### src/rtl/subsys_host.sv
// Host-side job controller for the systolic subsystem: streams M operand beats into
// the subsystem input FIFO and drains M result beats from its output FIFO.
module subsys_host #(
  parameter int DIN_WIDTH = 8,
  parameter int N         = 4,
  parameter int BUS_WIDTH = 2 * DIN_WIDTH * N
) (
  input  logic                 sys_clk,
  input  logic                 rst_n,
  input  logic                 start,
  input  logic [7:0]           m_len_minus_one,
  output logic                 busy,
  output logic                 done,
  input  logic [BUS_WIDTH-1:0] s_data,
  input  logic                 s_valid,
  output logic                 s_ready,
  output logic [BUS_WIDTH-1:0] m_data,
  output logic                 m_valid,
  input  logic                 m_ready,
  output logic [7:0]           M_minus_one,
  output logic [BUS_WIDTH-1:0] din,
  output logic                 wr_fifo,
  input  logic                 in_fifo_full,
  output logic                 rd_fifo,
  input  logic [BUS_WIDTH-1:0] dout,
  input  logic                 out_fifo_empty
);

  typedef enum logic [1:0] {IDLE, LOAD, DRAIN, DONE} state_t;

  state_t     state;
  logic       rd_pend;
  logic [8:0] load_cnt;
  logic [8:0] rd_cnt;
  logic [8:0] del_cnt;
  logic [8:0] m_len;
  logic [8:0] del_next;
  logic       active;
  logic       xfer;
  logic       last_push;

  // 9-bit counters so a 256-beat job never wraps.
  assign m_len     = {1'b0, M_minus_one} + 9'd1;
  assign active    = (state == LOAD) || (state == DRAIN);
  assign xfer      = m_valid & m_ready;
  assign del_next  = del_cnt + {8'd0, xfer};

  assign s_ready   = (state == LOAD) & ~in_fifo_full;
  assign wr_fifo   = s_valid & s_ready;
  assign din       = s_data;
  assign last_push = wr_fifo && ((load_cnt + 9'd1) == m_len);

  // A pop is only issued when the output register is guaranteed free on the capture edge.
  assign rd_fifo   = active & ~out_fifo_empty & ~rd_pend & (~m_valid | m_ready) & (rd_cnt < m_len);

  assign busy      = (state != IDLE);
  assign done      = (state == DONE);

  always_ff @(posedge sys_clk or negedge rst_n) begin
    if (!rst_n) begin
      state       <= IDLE;
      rd_pend     <= 1'b0;
      m_valid     <= 1'b0;
      m_data      <= '0;
      M_minus_one <= '0;
      load_cnt    <= '0;
      rd_cnt      <= '0;
      del_cnt     <= '0;
    end else begin
      rd_pend <= rd_fifo;
      if (rd_pend) begin
        m_data  <= dout;
        m_valid <= 1'b1;
      end else if (xfer) begin
        m_valid <= 1'b0;
      end

      case (state)
        IDLE: begin
          if (start) begin
            M_minus_one <= m_len_minus_one;
            load_cnt    <= '0;
            rd_cnt      <= '0;
            del_cnt     <= '0;
            state       <= LOAD;
          end
        end
        LOAD: begin
          if (wr_fifo) load_cnt <= load_cnt + 9'd1;
          if (rd_fifo) rd_cnt <= rd_cnt + 9'd1;
          del_cnt <= del_next;
          if (last_push) state <= (del_next == m_len) ? DONE : DRAIN;
        end
        DRAIN: begin
          if (rd_fifo) rd_cnt <= rd_cnt + 9'd1;
          del_cnt <= del_next;
          if (del_next == m_len) state <= DONE;
        end
        default: state <= IDLE;
      endcase
    end
  end

endmodule

### config.mk
export PLATFORM = sky130hd
export DESIGN_NAME = subsys_host
export DESIGN_NICKNAME = d
export VERILOG_FILES = /design/src/rtl/subsys_host.sv
export SDC_FILE = /design/constraint.sdc
export NUM_CORES = 1
export LEC_CHECK = 0
export BUFFER_PORTS_ARGS = -buffer_cell sky130_fd_sc_hd__clkbuf_2
export CORE_UTILIZATION = 45
export CTS_CLUSTER_DIAMETER = 50
export CTS_CLUSTER_SIZE = 16
export DETAILED_ROUTE_END_ITERATION = 7
export PLACE_DENSITY = 0.89
export SYNTH_ARGS = -nofsm -noshare
export SYNTH_HDL_FRONTEND = slang
export SYNTH_SLANG_ARGS = --single-unit
### constraint.sdc
create_clock -name sys_clk -period 3.1 [get_ports sys_clk]
set_clock_uncertainty 0.2 [all_clocks]
set_input_delay 0.31 -clock sys_clk [delete_from_list [all_inputs] [get_ports sys_clk]]
set_output_delay 0.31 -clock sys_clk [all_outputs]
set_load 0.1 [all_outputs]
==> impl_results.md <==
* CP Launch Type: flip-flop
* Fin nets at 833
* Post-synth top flop: dfrtp_1
* Port Buffers at 156
* Final antenna-violating net count at 0
* Cell with the most instances after synthesis: dfrtp_1
* Mean Syn Cell Area at 11.12 um2
* Endpoints failing setup at 1
* Die X at 113.4 um
* Hold Crit Class: in2reg
* Sequential-to-total area share from yosys stat at 46.17%
* Hpwl dp at 10.52 mm
* Largest net degree at the start of global routing at 65
* YS warnings at 0
* Worst r2r src: M_minus_one[1]$_DFFE_PN0P_
* Slowest stage cell, crit path: dfrtp_4
* Worst R2R End: rd_cnt[4]$_DFFE_PN0P_
* Worst hold start: dout[48]
* Vias/cell at 5.202
* Crit path buffers/inverters at 2
* Crit path largest cell delay at 0.45 ns
* TritonCTS buffer count at 9
* First-pass GRT wire length at 22.60 mm
* Met3 wire length at 1.225 mm
* Fin cells at 846
* Hold path endpoint: m_data[48]$_DFFE_PN0P_
* Top Family by Delay on Critical Path: simple AND/OR/NAND/NOR gates
* Bufs on Longest Clock Path at 2
* Commonest cells post-synth: dfrtp_1 (103), mux2_2 (72), buf_4 (64), nand2_1 (42), o21ai_0 (24)
* M1 wire length at 4.955 mm
* Number of antenna violations at the first check in global routing at 1
* CTS HTree Levels at 3
* Multi-input gate area at 0.002494 mm2
* Initial DRC count at 269
* CTS tree: built
* Syn Inst Count at 502
* Rel. slew slack at 46.73%
* Ports at 285
* Met2 WL at 8.157 mm
* Area grow syn2layout at 30.01%
* Fin crit period at 3.195 ns
* Rows at 40
* Worst-path cell chain: ha_4, and3_4, and3_4, nand3_4, ha_4, or3_4, a211o_1, a31o_4, clkinvlp_4, buf_12
* Total number of vias at 4401
* Routability cong. at 0.9125
* Synth Net Count at 663
* Failing checks: negative setup slack
* Fin crit share at 103.1%
* Grt ovf at 0
* Sequential cell area at 0.002596 mm2
* WHS Path Cells at 2
* EDFF count, synth at 0
* Post-synth top area cell: dfrtp_1
* Share of Yosys cell area claimed by the top area cell type at 46.17%
* Wire length per cell at 17.52 um
* Worst-Skew Late Latency at 0.35 ns
* Clock Pin Slew Worst Setup and Hold Paths at 0.06 ns
* Setup WS post-layout at -0.09502 ns
* R2r worst-path depth at 12
* Post-Synthesis Cell Area at 0.005583 mm2
* Core area at 0.01206 mm2
* Drt total wl at 14.82 mm
* Initial Utilization at 46.29%
* GR Util All Layers at 23.16%
* Fill count at 947
* Die area at 0.01286 mm2
* Synth cell types at 49
* Post-route DRC at 0
* First-pass iteration count of the detailed router at 5
* Reg-to-reg slack, setup at 0.13 ns
* Worst slew pin tran at 0.7991 ns
* Req. time, crit path at 2.59 ns
* RSZ-0062 raised after global routing: true
* Placed cells at 754
* CP Max Fanout at 4
* Top cells by area, synth: dfrtp_1 (46%), mux2_2 (15%), buf_4 (8.6%), ha_1 (4.0%), xnor2_1 (3.5%)
* Number of global-route vias before repair at 4554
* FFs w/ async S/R, synth at 100.0%
* Clk sinks at 103
* Critical Path AT at 2.69 ns
* Final Max Tran Viols at 0
* Die Ht at 113.4 um
* Critical Path Source: M_minus_one[1]$_DFFE_PN0P_
* Max Clock Freq at 313.0 MHz
* Top layer in use: met4
* Status: finished, violations left
* Final Core Density at 60.18%
* Worst setup EP type: primary output
* CTS root buffer: clkbuf_16
* Yosys reg bits at 103
* Kind of critical path: reg2out
* Final hold vios at 0
* Share of cells above drive strength 1 at 43.13%
* Max Cap Viol at 0
[final cells by class]
cell class	instances	area share [%]
Antenna cell	1	0.03448
Clock buffer	13	3.448
Clock inverter	3	0.5861
Inverter	16	0.8792
Multi-Input combinational cell	304	34.36
Sequential cell	103	35.77
Tap cell	168	2.896
Timing Repair Buffer	238	22.03
[placed cells by master, fill, tap and decap left out, types with 4 or more instances in the layout]
cell type      synthesis  layout
clkbuf_2               0     154
dfrtp_1              103      94
mux2_2                72      72
dlygate4sd3_1          0      69
nand2_1               42      42
o21ai_0               24      23
xnor2_1               22      21
ha_1                  18      16
inv_1                 15      14
a21oi_1               14      14
buf_4                 64      13
nand3_1               12      12
nor2_1                12      10
clkbuf_16              0       9
xor2_1                 7       7
mux2i_1                7       7
dfrtp_2                0       6
nand4_1                5       5
o21ai_1                4       5
nor3_1                 7       5
and2_1                 5       4
nand2b_1               4       4
a22o_1                 4       4
o31ai_1                4       4
[registers in the layout (all words and copies together), names as in the netlist]
register and cells:
M_minus_one 8, del_cnt 9, rd_cnt 9, m_valid 1, m_data 64, state 2, rd_pend 1, load_cnt 9
[repair_timing]
item / in CTS / in global routing
setup buffers: 5 / 1
cloned: 0 / 0
endpoints found under the hold margin: 117 / 1
pin swaps: 3 / 3
resized for setup: 2 / 7
hold buffers: 68 / 1
setup endpoints to repair: 1 / 9
[logic make-up (layout without fill, tap and decap cells)]
family                   Yosys count  in the layout  synth area share, %
AND/OR/NAND/NOR                  107            107                9.928
flip-flops                       103            103                46.17
buffers and inverters             95            270                10.73
multiplexers                      79             79                15.78
AO/OA/AOI/OAI                     68             68                7.732
XOR/XNOR                          32             32                5.625
adder cells (fa/ha/maj)           18             18                4.034
other                              0              1                    0
[through the flow]
step	instance area [um2]	TNS (ns)	hold WS, ns	worst slack, ns
after detailed placement	6173	0	0.1815	0.04008
after global routing	7258	-0.1893	0.0009014	-0.1893
final	7258	-0.09502	0.02856	-0.09502
after floorplan	5638	-0.5343	-0.1856	-0.2080
after global placement	6173	0	0.1540	0.1890
after CTS	7194	-0.1059	0.002896	-0.1059
[routing by layer]
metal	up-vias	GRT usage, %
met2	222	43.35
met4	0	11.32
li1	2011	-
met3	49	7.598
met1	2119	22.94
met5	-	0
[how the worst max path moves through the flow]
stage          slack [ns]                    end  cells past startpoint
4_1_cts             -0.11                rd_fifo                     10
6_report             -0.1                rd_fifo                     10
2_1_floorplan       -0.21  rd_cnt[3]$_DFFE_PN0P_                     11
3_5_place_dp         0.04  rd_cnt[4]$_DFFE_PN0P_                     11
3_3_place_gp         0.19  rd_cnt[4]$_DFFE_PN0P_                     11
5_1_grt             -0.19                rd_fifo                     10
[worst register-to-register path, stage by stage, from the launching register on]
cell and delay, ns:
dfrtp_4 0.45, ha_4 0.15, and3_4 0.18, and3_4 0.22, nand3_4 0.10, ha_4 0.18
or3_4 0.31, a211o_1 0.25, a31o_4 0.23, buf_4 0.17, nor2_4 0.18, a21oi_1 0.09
a31oi_1 0.17
Power is not shown: default switching activity piles up to over one toggle a cycle in this logic, so the estimate is an artifact.
